===== src/rtl/fc_infer_if.sv =====
// Handshake bundle between the FC-layer argmax initiator and its environment:
// the FC valid/ready request side and the result_valid/result_ack bus side.
interface fc_infer_if;
  logic       start;
  logic       busy;
  logic       fc_valid;
  logic       fc_ready;
  logic [7:0] num_0, num_1, num_2, num_3, num_4;
  logic [7:0] num_5, num_6, num_7, num_8, num_9;
  logic       result_valid;
  logic       result_ack;
  logic [3:0] class_idx;
  logic [7:0] class_score;
  logic       timeout_err;

  modport master (
    input  start, fc_ready, result_ack,
    input  num_0, num_1, num_2, num_3, num_4, num_5, num_6, num_7, num_8, num_9,
    output busy, fc_valid, result_valid, class_idx, class_score, timeout_err
  );

  modport slave (
    output start, fc_ready, result_ack,
    output num_0, num_1, num_2, num_3, num_4, num_5, num_6, num_7, num_8, num_9,
    input  busy, fc_valid, result_valid, class_idx, class_score, timeout_err
  );
endinterface


===== src/rtl/fc_infer_initiator.sv =====
// Requests FC-layer scores over valid/ready, snapshots them, scans for the argmax
// and presents it over result_valid/result_ack. Optional macro: FC_INFER_TIMEOUT_EN.
module fc_infer_initiator #(
  parameter bit          SIGNED_SCORES  = 1'b1,
  parameter logic [15:0] TIMEOUT_CYCLES = 16'd4096
) (
  input  logic       clk,
  input  logic       rst_n,
  fc_infer_if.master bus
);
  localparam int         DATA_W    = 8;
  localparam int         CLASSES   = 10;
  localparam logic [3:0] LAST_IDX  = 4'd9;
  localparam logic [3:0] ABORT_IDX = 4'hF;

  typedef enum logic [2:0] {IDLE, REQ, SCAN, DRAIN, DONE} state_t;

  state_t            state, state_nxt;
  logic [3:0]        cnt;
  logic              fc_valid_r;
  logic              result_valid_r;
  logic [3:0]        class_idx_r;
  logic [DATA_W-1:0] class_score_r;
  logic [DATA_W-1:0] num_in [CLASSES];
  logic [DATA_W-1:0] snap_p0 [CLASSES];
  logic [DATA_W-1:0] best_score_p1;
  logic [3:0]        best_idx_p1;
  logic              tmo_hit;
  logic              accept, capture, scan_step, scan_last, abort, publish, retire;

  // Strict greater-than in the configured number system; ties keep the incumbent.
  function automatic logic score_gt(input logic [DATA_W-1:0] a, input logic [DATA_W-1:0] b);
    logic signed [DATA_W:0] sa, sb;
    sa = SIGNED_SCORES ? {a[DATA_W-1], a} : {1'b0, a};
    sb = SIGNED_SCORES ? {b[DATA_W-1], b} : {1'b0, b};
    return sa > sb;
  endfunction

  assign num_in[0] = bus.num_0;
  assign num_in[1] = bus.num_1;
  assign num_in[2] = bus.num_2;
  assign num_in[3] = bus.num_3;
  assign num_in[4] = bus.num_4;
  assign num_in[5] = bus.num_5;
  assign num_in[6] = bus.num_6;
  assign num_in[7] = bus.num_7;
  assign num_in[8] = bus.num_8;
  assign num_in[9] = bus.num_9;

  always_ff @(posedge clk or negedge rst_n) begin
    if (!rst_n) state <= IDLE;
    else        state <= state_nxt;
  end

  always_comb begin
    state_nxt = state;
    accept    = 1'b0;
    capture   = 1'b0;
    scan_step = 1'b0;
    scan_last = 1'b0;
    abort     = 1'b0;
    publish   = 1'b0;
    retire    = 1'b0;
    unique case (state)
      IDLE: if (bus.start) begin
        accept    = 1'b1;
        state_nxt = REQ;
      end
      REQ: begin
        if (bus.fc_ready) begin
          capture   = 1'b1;
          state_nxt = SCAN;
        end else if (tmo_hit) begin
          abort     = 1'b1;
          state_nxt = DRAIN;
        end
      end
      SCAN: begin
        scan_step = 1'b1;
        if (cnt == LAST_IDX) begin
          scan_last = 1'b1;
          state_nxt = DRAIN;
        end
      end
      // The FC layer must drop ready before we publish, so the next request starts clean.
      DRAIN: if (!bus.fc_ready) begin
        publish   = 1'b1;
        state_nxt = DONE;
      end
      DONE: if (bus.result_ack) begin
        retire    = 1'b1;
        state_nxt = IDLE;
      end
      default: state_nxt = IDLE;
    endcase
  end

  always_ff @(posedge clk or negedge rst_n) begin
    if (!rst_n) begin
      fc_valid_r     <= 1'b0;
      result_valid_r <= 1'b0;
      class_idx_r    <= '0;
      class_score_r  <= '0;
      cnt            <= '0;
    end else begin
      if (accept)                fc_valid_r <= 1'b1;
      else if (capture || abort) fc_valid_r <= 1'b0;

      if (capture)        cnt <= 4'd1;
      else if (scan_last) cnt <= '0;
      else if (scan_step) cnt <= cnt + 4'd1;

      if (publish)     result_valid_r <= 1'b1;
      else if (retire) result_valid_r <= 1'b0;

      if (abort) begin
        class_idx_r   <= ABORT_IDX;
        class_score_r <= '0;
      end else if (publish) begin
        class_idx_r   <= best_idx_p1;
        class_score_r <= best_score_p1;
      end
    end
  end

  // Stage p0: snapshot of the FC scores; stage p1: running argmax over the snapshot.
  always_ff @(posedge clk) begin
    if (capture) begin
      snap_p0       <= num_in;
      best_score_p1 <= num_in[0];
      best_idx_p1   <= '0;
    end else if (abort) begin
      best_score_p1 <= '0;
      best_idx_p1   <= ABORT_IDX;
    end else if (scan_step && score_gt(snap_p0[cnt], best_score_p1)) begin
      best_score_p1 <= snap_p0[cnt];
      best_idx_p1   <= cnt;
    end
  end

`ifdef FC_INFER_TIMEOUT_EN
  logic [15:0] tmo_cnt;
  logic        timeout_err_r;

  assign tmo_hit = (state == REQ) && (tmo_cnt == TIMEOUT_CYCLES - 16'd1);

  always_ff @(posedge clk or negedge rst_n) begin
    if (!rst_n) begin
      tmo_cnt       <= '0;
      timeout_err_r <= 1'b0;
    end else begin
      if (accept)            tmo_cnt <= '0;
      else if (state == REQ) tmo_cnt <= tmo_cnt + 16'd1;

      if (accept)     timeout_err_r <= 1'b0;
      else if (abort) timeout_err_r <= 1'b1;
    end
  end

  assign bus.timeout_err = timeout_err_r;
`else
  logic unused_tmo_cfg;
  assign unused_tmo_cfg  = ^TIMEOUT_CYCLES;
  assign tmo_hit         = 1'b0;
  assign bus.timeout_err = 1'b0;
`endif

  assign bus.busy         = (state != IDLE);
  assign bus.fc_valid     = fc_valid_r;
  assign bus.result_valid = result_valid_r;
  assign bus.class_idx    = class_idx_r;
  assign bus.class_score  = class_score_r;
endmodule


===== src/flat_wrapper.sv =====
// flat-port wrapper written by rule: the top's interface ports become plain ports
module fc_infer_initiator_flat 
#(
  parameter bit          SIGNED_SCORES  = 1'b1,
  parameter logic [15:0] TIMEOUT_CYCLES = 16'd4096
)
  (clk, rst_n, bus_start, bus_fc_ready, bus_result_ack, bus_num_0, bus_num_1, bus_num_2, bus_num_3, bus_num_4, bus_num_5, bus_num_6, bus_num_7, bus_num_8, bus_num_9, bus_busy, bus_fc_valid, bus_result_valid, bus_class_idx, bus_class_score, bus_timeout_err);
  fc_infer_if bus_i ();
  input  logic clk;
  input  logic rst_n;
  input wire logic [$bits(bus_i.start)-1:0] bus_start;
  input wire logic [$bits(bus_i.fc_ready)-1:0] bus_fc_ready;
  input wire logic [$bits(bus_i.result_ack)-1:0] bus_result_ack;
  input wire logic [$bits(bus_i.num_0)-1:0] bus_num_0;
  input wire logic [$bits(bus_i.num_1)-1:0] bus_num_1;
  input wire logic [$bits(bus_i.num_2)-1:0] bus_num_2;
  input wire logic [$bits(bus_i.num_3)-1:0] bus_num_3;
  input wire logic [$bits(bus_i.num_4)-1:0] bus_num_4;
  input wire logic [$bits(bus_i.num_5)-1:0] bus_num_5;
  input wire logic [$bits(bus_i.num_6)-1:0] bus_num_6;
  input wire logic [$bits(bus_i.num_7)-1:0] bus_num_7;
  input wire logic [$bits(bus_i.num_8)-1:0] bus_num_8;
  input wire logic [$bits(bus_i.num_9)-1:0] bus_num_9;
  output wire logic [$bits(bus_i.busy)-1:0] bus_busy;
  output wire logic [$bits(bus_i.fc_valid)-1:0] bus_fc_valid;
  output wire logic [$bits(bus_i.result_valid)-1:0] bus_result_valid;
  output wire logic [$bits(bus_i.class_idx)-1:0] bus_class_idx;
  output wire logic [$bits(bus_i.class_score)-1:0] bus_class_score;
  output wire logic [$bits(bus_i.timeout_err)-1:0] bus_timeout_err;
  assign bus_i.start = bus_start;
  assign bus_i.fc_ready = bus_fc_ready;
  assign bus_i.result_ack = bus_result_ack;
  assign bus_i.num_0 = bus_num_0;
  assign bus_i.num_1 = bus_num_1;
  assign bus_i.num_2 = bus_num_2;
  assign bus_i.num_3 = bus_num_3;
  assign bus_i.num_4 = bus_num_4;
  assign bus_i.num_5 = bus_num_5;
  assign bus_i.num_6 = bus_num_6;
  assign bus_i.num_7 = bus_num_7;
  assign bus_i.num_8 = bus_num_8;
  assign bus_i.num_9 = bus_num_9;
  assign bus_busy = bus_i.busy;
  assign bus_fc_valid = bus_i.fc_valid;
  assign bus_result_valid = bus_i.result_valid;
  assign bus_class_idx = bus_i.class_idx;
  assign bus_class_score = bus_i.class_score;
  assign bus_timeout_err = bus_i.timeout_err;
  fc_infer_initiator #(.SIGNED_SCORES(SIGNED_SCORES), .TIMEOUT_CYCLES(TIMEOUT_CYCLES)) u_core (.clk(clk), .rst_n(rst_n), .bus(bus_i));
endmodule

===== config.mk =====
export PLATFORM = sky130hd
export DESIGN_NAME = fc_infer_initiator_flat
export DESIGN_NICKNAME = d
export VERILOG_FILES = /design/src/rtl/fc_infer_if.sv /design/src/rtl/fc_infer_initiator.sv /design/src/flat_wrapper.sv
export SDC_FILE = /design/constraint.sdc
export NUM_CORES = 1
export LEC_CHECK = 0
export ABC_CLOCK_PERIOD_IN_PS = 3400
export BUFFER_PORTS_ARGS = -buffer_cell sky130_fd_sc_hd__buf_2
export CORE_MARGIN = 2
export CORE_UTILIZATION = 30
export DETAILED_ROUTE_END_ITERATION = 7
export GPL_ROUTABILITY_DRIVEN = 0
export PLACE_DENSITY_LB_ADDON = 0.3
export SLEW_MARGIN = 20
export SYNTH_ARGS = -nofsm -noshare
export SYNTH_HDL_FRONTEND = slang
export SYNTH_SLANG_ARGS = --single-unit

===== constraint.sdc =====
create_clock -name clk -period 3.4 [get_ports clk]
set_input_delay 0.68 -clock clk [delete_from_list [all_inputs] [get_ports clk]]
set_output_delay 0.68 -clock clk [all_outputs]
set_load 0.02 [all_outputs]

## After elaboration in Yosys (flattened, before gate mapping)

Index checks and enable logic that the tools add are counted.

| cells by class | value |
|---|---|
| add/subtract/negate cells | 1 |
| magnitude comparators | 2 |
| eq/ne operators | 10 |
| mux-type cells | 29 |
| bitwise logic cells | 1 |
| reductions and logical operators | 8 |

Operator list:

| cell | count |
|---|---|
| 8-bit binary-select mux with 4-bit select | 1 |
| 8-bit 2-to-1 mux | 4 |
| 1-bit 2-to-1 mux | 15 |
| 3-bit 2-to-1 mux | 5 |
| 3-bit case mux with 5 select lines | 1 |
| 4-bit 2-to-1 mux | 3 |
| 8-bit greater-than comparator | 1 |
| 2-bit != test (second input constant) | 4 |
| 3-bit by 2-bit equality test with 1-bit output (second input constant) | 2 |
| 2-bit nonzero test | 3 |
| 3-bit nonzero test | 2 |
| 5-bit greater-or-equal comparator (second input constant) | 1 |
| 4-bit NOT with 5-bit output | 1 |
| 5-bit AND reduction | 1 |
| 4-bit by 1-bit adder with 4-bit output (second input constant) | 1 |
| 4-bit equality test (second input constant) | 1 |
| 3-bit by 1-bit equality test with 1-bit output (second input constant) | 1 |
| 3-bit equality test (second input constant) | 1 |
| 3-bit logical NOT | 1 |
| 2-bit by 1-bit != test with 1-bit output (second input constant) | 1 |
| 1-bit logical AND | 1 |

| word-level totals | value |
|---|---|
| register bits after elaboration | 113 |
| bits of input ports | 85 |

## Depth between registers and ports, before layout

Gate-level depths: netlist of run 1.

| logic depth | value |
|---|---|
| word-level depth | 8 |
| gate-level depth with buffers | 11 |
| depth with buffers taken out | 10 |

## Worst setup path after synthesis of run 1

Ideal clock, no wire load.

| path | value |
|---|---|
| path type | register to register |
| start point | register u_core.cnt[0] |
| end point | register u_core.best_score_p1[0], enable pin |
| setup time | 294 ps |
| arrival time | 2662 ps |
| required time | 3106 ps |
| slack | 444 ps |
| stages on the path, launching flop included | 11 |
| period minus slack after synthesis | 2956 ps |
| cells stage by stage | dfrtp_1 > buf_6 > mux4_2 > mux2i_1 > o22ai_1 > ha_1 > nor2b_1 > o211ai_1 > a21oi_1 > o21a_1 > or3_1 |

| between the ends | value |
|---|---|
| word-level cells in the longest chain between the ends | 7 |

Ends and longest elaborated chain:

| item | RTL line | text |
|---|---|---|
| from (decl) | fc_infer_initiator.sv:19 | `logic [3:0] cnt;` |
| from (signal assigned) | fc_infer_initiator.sv:111 | `else if (scan_step) cnt <= cnt + 4'd1;` |
| 4-bit NOT with 5-bit output (implied by the code) | fc_infer_initiator.sv:135 | `end else if (scan_step && score_gt(snap_p0[cnt], best_score_p1)) begin` |
| 8-bit binary-select mux with 4-bit select | fc_infer_initiator.sv:135 |  |
| 8-bit 2-to-1 mux (implied by the code) (2 in a row) | fc_infer_initiator.sv:135 |  |
| 8-bit greater-than comparator | fc_infer_initiator.sv:36 | `return sa > sb;` |
| 1-bit logical AND | fc_infer_initiator.sv:135 |  |
| 2-bit nonzero test (no line) | n/a |  |
| to (signal assigned) | fc_infer_initiator.sv:130 | `best_score_p1 <= num_in[0];` |
| to (signal assigned) | fc_infer_initiator.sv:136 | `best_score_p1 <= snap_p0[cnt];` |
| to (decl) | fc_infer_initiator.sv:26 | `logic [DATA_W-1:0] best_score_p1;` |

No other way between the ends. The select of a mux whose other input is x is not followed.
A chain may end at the register's enable or synchronous reset.

## Final worst setup path of run 1

| path | value |
|---|---|
| start point | register u_core.cnt[0] |
| end point | register u_core.best_score_p1[7], enable pin |

The elaborated chain is that of the path after synthesis.

==> results.py, run 1 <==
metrics = {
    "routing": {
        "drt-vias-per-instance": 4.44,
        "drtIter0Drc": 180,
        "vias": 2724,
        "totalWireLength_um": 9550,
        "drc": 0,
        "wl_per_cell_um": 15.6,
        "ant_nets": 0,
        "dr.pass1.iters": 4,
    },
    "placed_design": {
        "io_buffers": 99,
        "dp.final_hpwl_um": 6810,
        "dp_slack_ns": 0.0620,
        "dp.cells": 583,
    },
    "timing": {
        "setup_ws_ns": 0.279,
        "fin_crit_sh_pct": 91.8,
        "skew_ns": 0.0107,
        "hold_viol_final": 0,
        "max_slew_margin_pct": 40.6,
        "min_period_ns": 3.12,
        "rsz0062_at_grt": "no",
        "tightest_slew_ns": 0.890,
        "fmax_mhz": 320,
        "drv_slew": 0,
        "fin_tns_setup_ns": 0,
        "setup_violations": 0,
    },
    "global_routing": {
        "grt_pass1_wl_um": 15200,
        "grt_overflow": 0,
        "first_global_vias": 2897,
        "antenna_found_initial": 0,
        "grt_max_degree": 32,
        "grt_usage_pct": 12.5,
    },
    "clocking": {
        "cts_max_level": 4,
        "numClockSinks": 113,
        "cts_root_buf": "clkbuf_16",
        "hold_buffers": 0,
        "cts_resized": 0,
        "clockBufferDepth": 2,
        "post_cts_buffers": 0,
        "clkTransAtPathRegs_ns": 0.05,
        "cts_made_buffers": 17,
        "clk_latency_ns": 0.41,
        "cts_tree": "done",
    },
    "power": {
        "ir_worst_vdd_v": 0.000430,
        "p_leak_nw": 2.37,
        "power_density_nw_per_um2": 929,
    },
    "worst_setup_path": {
        "worstPathRequired_ns": 3.54,
        "setup.worst_path.class": "flip-flop to flip-flop",
        "end_kind": "flip-flop",
        "cp-start-kind": "flip-flop",
        "reg2regPathDepth": 10,
        "cp.arrival_ns": 3.26,
        "crit_fanout": 25,
    },
    "logic_synthesis": {
        "synth-async-reset-ratio_pct": 18.6,
        "netlist_top_cells_area": "edfxtp_1 56%, dfrtp_1 11%, mux4_2 7.7%",
        "syn_inst": 278,
        "synth_top_area_share_pct": 56.3,
        "ys.warnings.count": 0,
        "yosysUniqueCellTypes": 37,
        "ys_dominant_reg_cell": "edfxtp_1",
        "yosysTopAreaCell": "edfxtp_1",
        "syn_avg_cell_area_um2": 16.9,
        "synthTopCellsByCount": "88 x edfxtp_1, 21 x dfrtp_1, 19 x mux2_2",
        "synthesis.nets": 373,
        "synth_edf_count": 88,
        "syn_area_um2": 4700,
        "ys_seq_area_share_pct": 69.2,
        "post-synth-top-count-cell": "edfxtp_1",
        "ys_ff_latch": 113,
    },
    "floorplan": {
        "rows": 45,
        "dieArea_um2": 16700,
        "ios": 101,
        "initial_utilization_pct": 30.8,
        "die_h_um": 129,
        "fp.dieW_um": 129,
        "core_um2": 15300,
    },
    "hold_path": {
        "hold_class": "input pin to async pin",
    },
    "status": {
        "status": "completed",
    },
    "run": {
        "maxCapViolations": 0,
    },
    "cells_and_area": {
        "drive_above_1_share_pct": 43.4,
        "nNetsFinal": 486,
        "fin_cells": 614,
        "syn_to_final_growth_pct": 29.6,
        "n_antenna_cell": 0,
    },
}
## per-layer routing
metal	vias up	track usage [%]	wire length [um]	part of all wire (%)
li1	1311	-	-	-
met1	1309	16.5	4530	47
met2	90	18.5	4310	45
met3	14	4.29	524	5.5
met4	0	6.33	194	2.0
met5	-	0	0	0
## final timing paths
kind	start	to	slack, ns
max	u_core.cnt[0]$_DFFE_PN0P_	u_core.best_score_p1[7]$_DFFE_PP_	0.28
min	rst_n	u_core.bus.fc_valid$_DFFE_PN0P_	0.24
max reg2reg	u_core.cnt[0]$_DFFE_PN0P_	u_core.best_score_p1[7]$_DFFE_PP_	0.28
min reg2reg	u_core.bus.fc_valid$_DFFE_PN0P_	u_core.bus.fc_valid$_DFFE_PN0P_	0.50
max in group asynchronous	rst_n	u_core.cnt[0]$_DFFE_PN0P_	2.78
min in group clk	bus_num_2[3]	u_core.snap_p0[59]$_DFFE_PP_	0.44
## registers in the layout, summed over array words and instances, names as in the netlist
name / count
u_core.best_idx_p1: 4
u_core.best_score_p1: 8
u_core.bus.class_idx: 4
u_core.bus.class_score: 8
u_core.bus.fc_valid: 1
u_core.bus.result_valid: 1
u_core.cnt: 4
u_core.snap_p0: 80
u_core.state: 3
## layout make-up
type	count	area, um^2
inverters	9	33.8
well taps	211	264
fillers	1449	9170
multi-input cells	142	1340
clock buffers	18	429
clock inverters	13	169
flip-flops and latches	113	3250
repair buffers	108	601
## worst max-delay path, cell delays in order (launching register included)
cell	delay, ns
dfrtp_2	0.38
buf_12	0.20
mux4_2	0.51
mux2i_1	0.13
o22ai_1	0.12
ha_1	0.40
nand4_1	0.15
o21ai_1	0.24
nor2_1	0.06
o21a_1	0.18
or3_4	0.47
## logic make-up after synthesis
family | share of synthesized area [%]
AO/OA/AOI/OAI | 4.26
adder cells (fa/ha/maj) | 2.66
AND/OR/NAND/NOR | 5.41
buffers and inverters | 2.58
multiplexers | 15.8
other | 0.0798
flip-flops | 69.2
## cells in the final DEF (no fill, tap or decap), types with 2 or more instances in the layout
cell	n
nor2_1	10
ha_1	10
nand4_1	3
bufinv_16	4
dfrtp_1	20
o21ai_0	14
nand3b_1	2
buf_4	6
a21oi_1	7
clkbuf_16	17
nand2b_1	2
mux4_2	16
clkinvlp_4	4
mux2_2	19
inv_1	9
buf_2	99
mux2i_1	17
buf_12	3
dfxtp_1	4
o22ai_1	7
o211ai_1	2
edfxtp_1	88
clkinv_1	5
or4b_1	4
or2_2	2
nand2_1	12
## power by group
part	internal [mW]	leakage, nW	switching (mW)	total, mW
sequential	1.94	1.11	0.192	2.13
clock	1.20	0.276	0.590	1.80
combinational	0.811	0.985	0.924	1.74
total	3.95	2.37	1.71	5.66
## per-stage QoR
stage,hold slack (ns),util [%],power (mW),area (um^2)
floorplan,0.384,-,3.37,4700
detailed placement,0.489,35.9,3.90,5480
global route,0.273,39.9,5.99,6090
global placement,0.483,35.9,3.87,5480
CTS,0.250,39.8,5.72,6080
finish,0.244,39.9,5.66,6090
Power figures use the tool's default switching activity.
==> run 2, diff against run 1 <==
- BUFFER_PORTS_ARGS: -buffer_cell sky130_fd_sc_hd__buf_2 -> -buffer_cell sky130_fd_sc_hd__buf_4
==> results.py, run 2 (same netlist as run 1, synthesis figures left out) <==
metrics = {
    "floorplan": {
        "dieArea_um2": 16700,
        "die_h_um": 129,
        "fp.dieW_um": 129,
        "ios": 101,
        "rows": 45,
        "initial_utilization_pct": 30.8,
        "core_um2": 15300,
    },
    "timing": {
        "fin_tns_setup_ns": 0,
        "skew_ns": 0.00649,
        "max_slew_margin_pct": 36.1,
        "min_period_ns": 3.19,
        "rsz0062_at_grt": "no",
        "setup_violations": 0,
        "hold_viol_final": 0,
        "drv_slew": 0,
        "tightest_slew_ns": 0.958,
        "fmax_mhz": 314,
        "setup_ws_ns": 0.211,
        "fin_crit_sh_pct": 93.8,
    },
    "clocking": {
        "clockBufferDepth": 2,
        "numClockSinks": 113,
        "clkTransAtPathRegs_ns": 0.05,
        "cts_max_level": 4,
        "hold_buffers": 0,
        "cts_made_buffers": 17,
        "post_cts_buffers": 0,
        "cts_root_buf": "clkbuf_16",
        "clk_latency_ns": 0.41,
        "cts_tree": "done",
    },
    "global_routing": {
        "grt_overflow": 0,
        "first_global_vias": 2985,
        "grt_usage_pct": 12.7,
        "grt_pass1_wl_um": 15800,
        "grt_max_degree": 97,
        "antenna_found_initial": 0,
    },
    "worst_setup_path": {
        "setup.worst_path.class": "flip-flop to flip-flop",
        "crit_fanout": 13,
        "cp-start-kind": "flip-flop",
        "worstPathRequired_ns": 3.55,
        "cp.arrival_ns": 3.33,
        "end_kind": "flip-flop",
    },
    "cells_and_area": {
        "final_common_cell": "buf_4",
        "fin_cells": 614,
        "syn_to_final_growth_pct": 35.9,
        "largest_reg_flops": 80,
        "final_cell_mix": "104 x buf_4, 88 x edfxtp_1, 20 x dfrtp_1",
        "top_register": "u_core.snap_p0",
        "nNetsFinal": 485,
        "drive_above_1_share_pct": 43.9,
        "utilization_pct": 41.8,
        "n_antenna_cell": 0,
    },
    "placed_design": {
        "dp_slack_ns": 0.0168,
        "io_buffers": 99,
        "dp.cells": 581,
        "dp.final_hpwl_um": 6680,
    },
    "routing": {
        "totalWireLength_um": 9870,
        "wl_per_cell_um": 16.1,
        "ant_nets": 0,
        "vias": 2751,
        "drtIter0Drc": 145,
        "dr.pass1.iters": 4,
        "drc": 0,
        "drt-vias-per-instance": 4.48,
    },
    "power": {
        "power_density_nw_per_um2": 928,
        "p_leak_nw": 2.49,
        "power_mw": 5.92,
        "ir_worst_vdd_v": 0.000467,
    },
    "status": {
        "status": "completed",
    },
    "hold_path": {
        "hold_class": "input pin to async pin",
    },
    "run": {
        "maxCapViolations": 0,
    },
}
==> run 2: cell count changes in the layout (fill, tap and decap cells not counted), sizes merged <==
cell | previous run | this run
clkinv | 5 | 6
clkbuf | 18 | 20
bufinv | 4 | 6
buf | 108 | 106
clkinvlp | 4 | 1
==> run 2: worst max-delay path: stages (launching register included) <==
cell and delay (ns):
dfrtp_2 0.47, buf_12 0.19, mux4_2 0.54, mux2i_1 0.15
o22ai_1 0.13, ha_1 0.31, nor2b_1 0.14, o211ai_1 0.16
a21oi_1 0.09, o21a_1 0.27, or3_4 0.47
==> run 2: path summary, 6_finish.rpt <==
| check | start | to | slack, ns | depth (start not counted) |
|---|---|---|---|---|
| worst max-delay path | u_core.cnt[0]$_DFFE_PN0P_ | u_core.best_score_p1[2]$_DFFE_PP_ | 0.21 | 10 |
| worst min-delay path | rst_n | u_core.bus.fc_valid$_DFFE_PN0P_ | 0.15 | 1 |
| worst max register to register | u_core.cnt[0]$_DFFE_PN0P_ | u_core.best_score_p1[2]$_DFFE_PP_ | 0.21 | 10 |
| worst min register to register | u_core.best_idx_p1[3]$_SDFFE_PP0P_ | u_core.bus.class_idx[3]$_DFFE_PN0P_ | 0.50 | 1 |
| max in group asynchronous | rst_n | u_core.cnt[0]$_DFFE_PN0P_ | 2.99 | 1 |
| min in group clk | bus_num_6[4] | u_core.snap_p0[28]$_DFFE_PP_ | 0.44 | 1 |
==> run 2: cell type report <==
cell class	count	area, um^2
clock buffer	19	433
timing repair buffer	107	846
tap	211	264
fill	1394	8870
multi-input combinational	142	1340
inverter	9	33.8
clock inverter	13	215
sequential	113	3250
==> run 2: per-layer routing <==
metal	global-route usage [%]	part of all wire (%)
met3	4.71	6.1
met2	19.0	47
met1	16.5	45
met5	0	0
met4	5.69	1.4
==> run 2: stage by stage <==
step                      area (um^2)  hold WS (ns)
after floorplan                  4700         0.384
after global placement           5700         0.487
after detailed placement         5700         0.494
after CTS                        6350         0.148
after global routing             6380         0.163
final                            6380         0.154
==> run 2: power by group <==
part | internal (mW) | switching (mW)
sequential | 1.94 | 0.197
combinational | 0.891 | 0.935
clock | 1.36 | 0.599
total | 4.19 | 1.73
==> run 2: what timing repair did <==
item | 4_1_cts | 5_1_grt
setup endpoints to repair | 0 | 8
hold endpoints to repair | 0 | 0
resized for setup | 0 | 2
